$ cat src/rtl/deferred_event_assign_pkg.sv
// Shared types for the deferred-assignment unit: channel state and timeout counter sizing.
// Timeout counter only exists when DEFERRED_EVENT_ASSIGN_TIMEOUT_EN is defined.
package deferred_event_assign_pkg;

  typedef enum logic {
    IDLE  = 1'b0,
    ARMED = 1'b1
  } state_t;

  // Width of a counter that must hold values up to timeout inclusive.
  function automatic int cnt_width(input int timeout);
    return $clog2(timeout + 1);
  endfunction

endpackage

$ cat src/rtl/deferred_event_chan.sv
// One deferred-assignment channel: captures arm_data when armed, commits it on a strictly later event.
// Arm-to-value latency is 2 edges minimum; no backpressure. DEFERRED_EVENT_ASSIGN_TIMEOUT_EN adds discard-on-timeout.
module deferred_event_chan
  import deferred_event_assign_pkg::*;
#(
  parameter int WIDTH   = 4,
  parameter int TIMEOUT = 15
) (
  input  logic             clk,
  input  logic             reset,
  input  logic             arm_valid,
  input  logic [WIDTH-1:0] arm_data,
  input  logic             event_in,
  output logic [WIDTH-1:0] value,
  output logic             written,
  output logic             armed,
  output logic             commit,
  output logic             timed_out
);

  state_t           state;
  logic [WIDTH-1:0] pending;

`ifdef DEFERRED_EVENT_ASSIGN_TIMEOUT_EN
  localparam int CW = cnt_width(TIMEOUT);
  logic [CW-1:0] cnt;
`endif

  always_ff @(posedge clk) begin
    if (reset) begin
      state     <= IDLE;
      pending   <= '0;
      value     <= '0;
      written   <= 1'b0;
      armed     <= 1'b0;
      commit    <= 1'b0;
      timed_out <= 1'b0;
`ifdef DEFERRED_EVENT_ASSIGN_TIMEOUT_EN
      cnt       <= '0;
`endif
    end else begin
      commit    <= 1'b0;
      timed_out <= 1'b0;
      if (state == IDLE) begin
        // An event in the arming cycle is ignored: commit must follow the arm strictly.
        if (arm_valid) begin
          state   <= ARMED;
          armed   <= 1'b1;
          pending <= arm_data;
`ifdef DEFERRED_EVENT_ASSIGN_TIMEOUT_EN
          cnt     <= '0;
`endif
        end
      end else begin
        if (event_in) begin
          value   <= pending;
          written <= 1'b1;
          commit  <= 1'b1;
        end
        if (arm_valid) begin
          pending <= arm_data;
`ifdef DEFERRED_EVENT_ASSIGN_TIMEOUT_EN
          cnt     <= '0;
`endif
        end else if (event_in) begin
          state <= IDLE;
          armed <= 1'b0;
        end
`ifdef DEFERRED_EVENT_ASSIGN_TIMEOUT_EN
        else if (cnt == CW'(TIMEOUT - 1)) begin
          state     <= IDLE;
          armed     <= 1'b0;
          timed_out <= 1'b1;
        end else begin
          cnt <= cnt + 1'b1;
        end
`endif
      end
    end
  end

`ifndef DEFERRED_EVENT_ASSIGN_TIMEOUT_EN
  // Without the timeout feature TIMEOUT has no effect.
`endif

endmodule

$ cat src/rtl/deferred_event_assign.sv
// Multi-channel deferred assignment (lhs <= @ev rhs); per-channel event ORed with a broadcast event.
// Arm-to-value latency 2 edges minimum; no backpressure. Optional timeout via DEFERRED_EVENT_ASSIGN_TIMEOUT_EN.
module deferred_event_assign #(
  parameter int CHANNELS = 4,
  parameter int WIDTH    = 4,
  parameter int TIMEOUT  = 15
) (
  input  logic                      clk,
  input  logic                      reset,
  input  logic [CHANNELS-1:0]       arm_valid,
  input  logic [CHANNELS*WIDTH-1:0] arm_data,
  input  logic [CHANNELS-1:0]       event_pulse,
  input  logic                      event_bcast,
  output logic [CHANNELS*WIDTH-1:0] value,
  output logic [CHANNELS-1:0]       written,
  output logic [CHANNELS-1:0]       armed,
  output logic [CHANNELS-1:0]       commit,
  output logic [CHANNELS-1:0]       timed_out
);

  for (genvar i = 0; i < CHANNELS; i++) begin : g_chan
    deferred_event_chan #(
      .WIDTH   (WIDTH),
      .TIMEOUT (TIMEOUT)
    ) u_chan (
      .clk       (clk),
      .reset     (reset),
      .arm_valid (arm_valid[i]),
      .arm_data  (arm_data[i*WIDTH +: WIDTH]),
      .event_in  (event_pulse[i] | event_bcast),
      .value     (value[i*WIDTH +: WIDTH]),
      .written   (written[i]),
      .armed     (armed[i]),
      .commit    (commit[i]),
      .timed_out (timed_out[i])
    );
  end

endmodule

$ cat config.mk
export PLATFORM = sky130hd
export DESIGN_NAME = deferred_event_assign
export DESIGN_NICKNAME = d
export VERILOG_FILES = /design/src/rtl/deferred_event_assign_pkg.sv /design/src/rtl/deferred_event_chan.sv /design/src/rtl/deferred_event_assign.sv
export SDC_FILE = /design/constraint.sdc
export NUM_CORES = 1
export LEC_CHECK = 0
export CORE_ASPECT_RATIO = 1.2
export CORE_MARGIN = 8
export CORE_UTILIZATION = 50
export DETAILED_ROUTE_END_ITERATION = 8
export GPL_ROUTABILITY_DRIVEN = 0
export PLACE_DENSITY = 0.81
export SYNTH_ARGS = -nofsm -noshare
export SYNTH_HDL_FRONTEND = slang
export SYNTH_HIERARCHICAL = 1
export SYNTH_SLANG_ARGS = --single-unit
$ cat constraint.sdc
create_clock -name clk -period 2.15 [get_ports clk]
set_input_delay 0.43 -clock clk [delete_from_list [all_inputs] [get_ports clk]]
set_output_delay 0.43 -clock clk [all_outputs]
set_load 0.02 [all_outputs]
==> results of run 1 <==
[layer usage]
metal,GRT usage,part of all wire,vias to the layer above
met3,0.0531,0.083,5
met2,0.199,0.45,36
met1,0.151,0.45,647
met4,0.0492,0.013,0
met5,0,0,-
li1,-,-,730
[through the flow]
step | instances | utilization | hold WS (ns) | setup slack (ns) | power, W
after detailed placement | 285 | 0.632 | 0.457 | 0.301 | 0.00123
final | 292 | 0.652 | 0.471 | 0.458 | 0.00169
after CTS | 292 | 0.652 | 0.470 | 0.439 | 0.00172
after global placement | 285 | 0.632 | 0.455 | 0.331 | 0.00122
after global routing | 292 | 0.652 | 0.487 | 0.388 | 0.00178
after floorplan | 196 | - | 0.452 | 0.974 | 0.00114
[where the power goes]
part	total [W]	internal, W	switching [W]
Sequential	0.000967	0.000932	0.0000350
Combinational	0.000239	0.000125	0.000114
Clock	0.000489	0.000221	0.000268
[sequential cells by signal, summed over array words and instances, names as in the netlist]
signal	count
g_chan.u_chan/armed	4
g_chan.u_chan/commit	4
g_chan.u_chan/value	16
g_chan.u_chan/pending	16
g_chan.u_chan/state	4
g_chan.u_chan/written	4
[cell families after synthesis]
group,synth area share
compound gates,0.220
buf+inv,0.0950
simple gates,0.117
mux,0.0800
other cells,0.00750
flops,0.480
[area by class of cell]
class,instances,area [um2],share of cell area
Timing Repair Buffer,55,543,0.215
Inverter,8,30.0,0.0119
Clock inverter,1,5.00,0.00198
Tap cell,54,67.6,0.0267
Multi-Input combinational cell,120,851,0.336
Sequential cell,48,961,0.380
Clock buffer,6,72.6,0.0287
[cell usage in the layout (no fill, tap or decap)]
cell type,synthesis,final
a21bo_1,16,16
a21bo_2,4,4
a21oi_1,8,8
a21oi_2,16,16
a221oi_2,4,4
buf_2,8,1
buf_4,4,1
clkbuf_1,0,1
clkbuf_8,0,5
clkdlybuf4s50_1,0,53
clkinv_2,0,1
conb_1,4,4
dfxtp_1,48,48
inv_1,8,8
mux2i_1,16,16
nand2_1,4,4
nand2b_1,4,4
nand3_1,16,16
nor2_1,24,24
or2_1,4,4
[worst paths after layout]
kind                            slack [ns]                     end              startpoint  depth (start not counted)
worst min-delay path                  0.47  g_chan[0].u_chan/armed  g_chan[0].u_chan/armed                          2
worst min register to register        0.47  g_chan[0].u_chan/armed  g_chan[0].u_chan/armed                          2
worst max register to register        1.16  g_chan[2].u_chan/armed  g_chan[2].u_chan/state                          2
worst max-delay path                  0.46                armed[1]  g_chan[1].u_chan/armed                          1
==> results.toml, run 1 <==
[status]
status = "completed"

[clocking]
post_cts_resized = 0
clkSinkCount = 48
cts-htree-levels = 2
cts_buffer_depth = 2
postCtsHoldBufs = 0
numCtsBuffers = 5
clkSlewWorstSetupHoldPaths_ns = 0.08
insertion_delay_ns = 0.29
post_cts_buffers = 0
cts_tree = "yes"
clockRootBuffer = "clkbuf_8"

[routing]
first_iter_violations = 97
via_per_inst = 4.86
vias = 1418
post_drt_wl_per_cell_um = 13.1
antenna_left = 0
wl_mm = 3.82
drt_first_pass_iters = 4
route.detailed.drc = 0

[timing]
report.final.slew_viol_count = 0
min_period_over_period = 0.787
rsz0062_at_grt = "false"
maxSlewHeadroom = 0.602
layout_min_cycle_time_ns = 1.69
report.final.hold_viol_count = 0
finalSetupTns_ns = 0
worst_pin_slew_ns = 0.598
skew_ns = 0.00395
finalSetupViolations = 0
max_freq_mhz = 591

[worst_setup_path]
cp_data_required_time_ns = 1.72
cp_max_fo = 3
end_kind = "primary output"
critPathSlowestCell = "clkdlybuf4s50_1"
cp_slowest_stage_delay_ns = 0.63
critPathTopFamily = "buffers and inverters"
worstSetupStartpointType = "flop"
arrival_ns = 1.26
critPathKind = "flop to primary output"
path_cells = "clkdlybuf4s50_1"
worst-path-buf-inv = 1

[hold_path]
hp-class = "flop to flop"

[placed_design]
dpl_cell_area_um2 = 2450
hpwl_mm = 2.64
io_buffer_count = 54

[layout]
syn_to_final_growth_pct = 26.4
antennaDiodeCount = 0
design_area_um2 = 2530
fill_cells = 352
drive_above_1_share = 0.134
fin_nets = 265

[global_routing]
grt_pass1_vias = 1387
grt-ovfl-total = 0
grt_start_max_net_pins = 49
grt_pass1_wl_mm = 6.46
antenna_found_initial = 0
track_usage = 0.128

[synth]
synth_area_um2 = 2000
synth_edf_count = 0
synth.avg_cell_area_um2 = 10.2
yosys-top-cells-count = "dfxtp_1 (48), nor2_1 (24)"
yosys-top-cells-area = "dfxtp_1 (48%), a21bo_1 (8.0%), mux2i_1 (8.0%)"
ys_types = 17
async_flop_share = 0
synth_fp_nets = 223
ys_seq_area_frac = 0.480
synthFlopType = "dfxtp_1"
ys_ff_latch = 48
yosysTopAreaCellShare = 0.480
synthCells = 196
yosysMostFrequentCell = "dfxtp_1"
yosysTopAreaCell = "dfxtp_1"
yosysWarnings = 6

[power]
p_leak_nw = 0.968
vdd_drop_max_mv = 0.402
power_density_nw_per_um2 = 670

[floorplan]
coreArea_um2 = 3880
io_pins = 59
die_w_um = 73.8
initial_utilization = 0.516
die_area_um2 = 6290
fp.dieH_um = 85.3
rows = 25

[run]
cap_violations = 0
(Power assumes the default switching activity.)
==> run 2, diff against run 1 <==
--- a/config.mk
+++ b/config.mk
@@ -7,10 +7,10 @@
 export LEC_CHECK = 0
 export CORE_ASPECT_RATIO = 1.2
 export CORE_MARGIN = 8
-export CORE_UTILIZATION = 50
+export CORE_UTILIZATION = 46
 export DETAILED_ROUTE_END_ITERATION = 8
 export GPL_ROUTABILITY_DRIVEN = 0
-export PLACE_DENSITY = 0.81
+export PLACE_DENSITY = 0.75
 export SYNTH_ARGS = -nofsm -noshare
 export SYNTH_HDL_FRONTEND = slang
 export SYNTH_HIERARCHICAL = 1
==> constraint.sdc (replaced) <==
create_clock -name clk -period 1.6 [get_ports clk]
set_input_delay 0.32 -clock clk [delete_from_list [all_inputs] [get_ports clk]]
set_output_delay 0.32 -clock clk [all_outputs]
set_load 0.02 [all_outputs]
==> results.toml, run 2 (synthesized netlist as in run 1, its figures left out) <==
[floorplan]
rows = 26
initial_utilization = 0.473
coreArea_um2 = 4230
io_pins = 59
fp.dieH_um = 88.3
die_area_um2 = 6730
die_w_um = 76.2

[worst_setup_path]
cp_slowest_stage_delay_ns = 0.62
worstSetupStartpointType = "flop"
end_kind = "primary output"
r2r_start = "g_chan[2].u_chan/state"
reg2regPathDepth = 2
critPathKind = "flop to primary output"
critPathTopFamily = "buffers and inverters"
critPathSlowestCell = "clkdlybuf4s50_1"
path_cells = "clkdlybuf4s50_1"
cp_max_fo = 2
worst-path-buf-inv = 1
path_depth = 1
startpoint = "g_chan[3].u_chan/value[1]"
arrival_ns = 1.25
cp_data_required_time_ns = 1.28

[global_routing]
grt_start_max_net_pins = 49
track_usage = 0.119
grt_pass1_wl_mm = 6.64
antenna_found_initial = 0
grt_pass1_vias = 1486
grt-ovfl-total = 0

[routing]
vias = 1449
via_per_inst = 4.80
wl_mm = 3.91
drt_first_pass_iters = 6
antenna_left = 0
post_drt_wl_per_cell_um = 13.0
route.detailed.drc = 0
first_iter_violations = 66

[placed_design]
dp_slack_ns = -0.0360
hpwl_mm = 2.80
dp.cells = 294
io_buffer_count = 54

[layout]
mostFrequentLayoutCells = "dfxtp_1 (48), clkdlybuf4s50_1 (41), nor2_1 (24)"
regArea_um2 = 961
syn_to_final_growth_pct = 32.5
multiInputGateArea_um2 = 851
largestRegisters = "g_chan.u_chan/pending x16, g_chan.u_chan/value x16"
antennaDiodeCount = 0
drive_above_1_share = 0.159
fin_nets = 272
final_common_cell = "dfxtp_1"
fill_cells = 392
stdcell_count = 302

[clocking]
clockRootBuffer = "clkbuf_8"
post_cts_buffers = 0
clkSlewWorstSetupHoldPaths_ns = 0.08
numCtsBuffers = 5
cts_tree = "yes"
insertion_delay_ns = 0.28
cts-htree-levels = 2
clkSinkCount = 48
cts_buffer_depth = 2

[timing]
max_freq_mhz = 638
layout_min_cycle_time_ns = 1.57
setup_ws_ns = 0.0322
rsz0062_at_grt = "false"
min_period_over_period = 0.980
skew_ns = 0.00235
finalSetupViolations = 0
report.final.hold_viol_count = 0
finalSetupTns_ns = 0
report.final.slew_viol_count = 0

[hold_path]
hp-class = "flop to flop"
min_from = "g_chan[3].u_chan/armed"
whs_path_depth = 2

[power]
vdd_drop_max_mv = 0.622
power_density_nw_per_um2 = 884
p_leak_nw = 1.21
total_power_w = 0.00234

[run]
cap_violations = 0

[status]
status = "completed"
-- run 2: path summary, 6_finish.rpt --
kind,to,slack (ns)
setup / recovery,value[13],0.03
hold / removal,g_chan[3].u_chan/armed,0.47
setup reg to reg,g_chan[2].u_chan/armed,0.62
hold reg to reg,g_chan[3].u_chan/armed,0.47
-- run 2: layout make-up --
class / count / share of cell area
Inverter: 8 / 0.0113
Multi-Input combinational cell: 120 / 0.321
Sequential cell: 48 / 0.362
Clock buffer: 8 / 0.0340
Timing Repair Buffer: 62 / 0.245
Tap cell: 56 / 0.0264
-- run 2: power by group --
group          leakage, nW  switching (W)  internal (W)
Combinational        0.774       0.000157      0.000183
Sequential           0.394      0.0000457       0.00125
Clock               0.0455       0.000354      0.000353
Total                 1.21       0.000556       0.00179
-- run 2: layer usage --
metal	vias up	global-route usage	share of wire
met5	-	0	0
met4	0	0.0473	0.0077
met3	2	0.0437	0.058
met2	32	0.205	0.49
met1	672	0.131	0.44
li1	743	-	-
-- run 2: through the flow --
step	hold WS [ns]	util	instance area, um2
CTS	0.473	0.620	2620
floorplan	0.386	-	2000
global placement	0.455	0.599	2530
global route	0.494	0.627	2650
finish	0.473	0.627	2650
detailed placement	0.462	0.599	2530
-- run 2: repair_timing --
item / CTS / global route
gates resized for setup: 0 / 12
hold buffers: 0 / 0
hold endpoints to repair: 0 / 0
setup endpoints to repair: 0 / 12
-- run 2: worst reg2reg max path, cell delays in order, from the launching register on --
cell,delay (ns)
dfxtp_1,0.44
a21bo_2,0.26
a221oi_2,0.20
==> run 3, diff against run 2 <==
--- a/config.mk
+++ b/config.mk
@@ -7,10 +7,10 @@
 export LEC_CHECK = 0
 export CORE_ASPECT_RATIO = 1.2
 export CORE_MARGIN = 8
-export CORE_UTILIZATION = 46
+export CORE_UTILIZATION = 35
 export DETAILED_ROUTE_END_ITERATION = 8
 export GPL_ROUTABILITY_DRIVEN = 0
-export PLACE_DENSITY = 0.75
+export PLACE_DENSITY = 0.59
 export SYNTH_ARGS = -nofsm -noshare
 export SYNTH_HDL_FRONTEND = slang
 export SYNTH_HIERARCHICAL = 1
==> results.toml, run 3 (synthesized netlist as in run 1, its figures left out) <==
[timing]
layout_min_cycle_time_ns = 1.55
skew_ns = 0.00275
setup_ws_ns = 0.0495
report.final.slew_viol_count = 0
finalSetupViolations = 0
rsz0062_at_grt = "false"
min_period_over_period = 0.969
report.final.hold_viol_count = 0
max_freq_mhz = 645
finalSetupTns_ns = 0

[power]
vdd_drop_max_mv = 0.473
total_power_w = 0.00231
power_density_nw_per_um2 = 865
p_leak_nw = 1.33

[worst_setup_path]
critPathSlowestCell = "clkdlybuf4s50_1"
cp_max_fo = 2
startpoint = "g_chan[2].u_chan/value[0]"
worst-path-buf-inv = 1
end_kind = "primary output"
critPathTopFamily = "buffers and inverters"
reg2regPathDepth = 2
path_depth = 1
r2r_start = "g_chan[2].u_chan/state"
critPathCapture = "value[8]"
cp_data_required_time_ns = 1.28
r2r_end = "g_chan[2].u_chan/armed"
critPathKind = "flop to primary output"
path_cells = "clkdlybuf4s50_1"
reg2reg_slack_ns = 0.61
worstSetupStartpointType = "flop"
cp_slowest_stage_delay_ns = 0.61
arrival_ns = 1.23

[global_routing]
grt_start_max_net_pins = 26
track_usage = 0.101
grt_pass1_vias = 1513
antenna_found_initial = 0
grt_pass1_wl_mm = 6.93
grt-ovfl-total = 0

[layout]
design_area_um2 = 2680
largestRegisters = "g_chan.u_chan/pending x16, g_chan.u_chan/value x16"
syn_to_final_growth_pct = 33.6
final_common_cell = "dfxtp_1"
antennaDiodeCount = 0
mostFrequentLayoutCells = "dfxtp_1 (48), clkdlybuf4s50_1 (32), nor2_1 (24)"
fin_nets = 271
drive_above_1_share = 0.156

[clocking]
cts_buffer_depth = 2
clkSlewWorstSetupHoldPaths_ns = 0.08
insertion_delay_ns = 0.29
postCtsHoldBufs = 0
numCtsBuffers = 5
cts-htree-levels = 2
cts_tree = "yes"
clkSinkCount = 48
clockRootBuffer = "clkbuf_8"

[routing]
vias = 1434
drt_first_pass_iters = 4
antenna_left = 0
via_per_inst = 4.66
first_iter_violations = 38
route.detailed.drc = 0
post_drt_wl_per_cell_um = 13.1
wl_mm = 4.02

[floorplan]
initial_utilization = 0.358
die_area_um2 = 8410
io_pins = 59
rows = 30
coreArea_um2 = 5590
die_w_um = 85.0
fp.dieH_um = 98.8

[hold_path]
hp-class = "input port to flop"

[status]
status = "completed"

[placed_design]
dpl_cell_area_um2 = 2560
hpwl_mm = 2.85
io_buffer_count = 54
dp_slack_ns = -0.106

[run]
cap_violations = 0
-- run 3: cell count changes in the layout (fill, tap and decap cells not counted) --
cell,before,now
clkbuf_8,6,5
clkinv_2,0,1
clkdlybuf4s50_1,41,32
dlymetal6s2s_1,12,17
buf_12,2,4
dlygate4sd2_1,0,4
clkbuf_1,2,1
buf_4,6,3
-- run 3: timing repair --
action,4_1_cts,5_1_grt
setup buffers,0,0
gates resized for setup,4,17
gates cloned,0,0
setup endpoints to repair,4,17
-- run 3: worst register-to-register path, stage by stage, from the launching register on --
cell and delay, ns:
dfxtp_1 0.45, a21bo_2 0.26, a221oi_2 0.20
-- run 3: area by class of cell --
type                       count  area [um2]
timing repair buffer          61         676
clock inverter                 1        5.00
sequential                    48         961
multi-input combinational    120         851
tap                           64        80.1
inverter                       8        30.0
fill                         529        2920
clock buffer                   6        72.6
-- run 3: worst min path at each step --
stage                                  end                     start  slack, ns  cells after the start
4_1_cts            g_chan[2].u_chan/commit                     reset       0.37                      2
6_report       g_chan[2].u_chan/pending[0]                     reset       0.38                      2
3_5_place_dp      g_chan[0].u_chan/written  g_chan[0].u_chan/written       0.46                      2
2_1_floorplan       g_chan[0].u_chan/armed                     reset       0.39                      1
3_3_place_gp      g_chan[0].u_chan/written  g_chan[0].u_chan/written       0.46                      2
5_1_grt            g_chan[2].u_chan/commit                     reset       0.38                      2
-- run 3: power breakdown --
group          internal [W]  total [W]  switching (W)
registers           0.00125    0.00130      0.0000472
logic              0.000181   0.000339       0.000157
clock network      0.000298   0.000676       0.000378
-- run 3: layer usage --
layer,vias to the layer above,share of wire,GRT usage
li1,741,-,-
met1,649,0.47,0.119
met2,40,0.43,0.151
met3,4,0.087,0.0508
met4,0,0.010,0.0412
met5,-,0,0
-- run 3: through the flow --
| stage | hold WS (ns) | cells | utilization |
|---|---|---|---|
| 6_report | 0.378 | 308 | 0.478 |
| 5_1_grt | 0.380 | 308 | 0.478 |
| 4_1_cts | 0.371 | 308 | 0.471 |
| 3_5_place_dp | 0.463 | 301 | 0.458 |
| 3_3_place_gp | 0.456 | 301 | 0.458 |
| 2_1_floorplan | 0.386 | 196 | - |
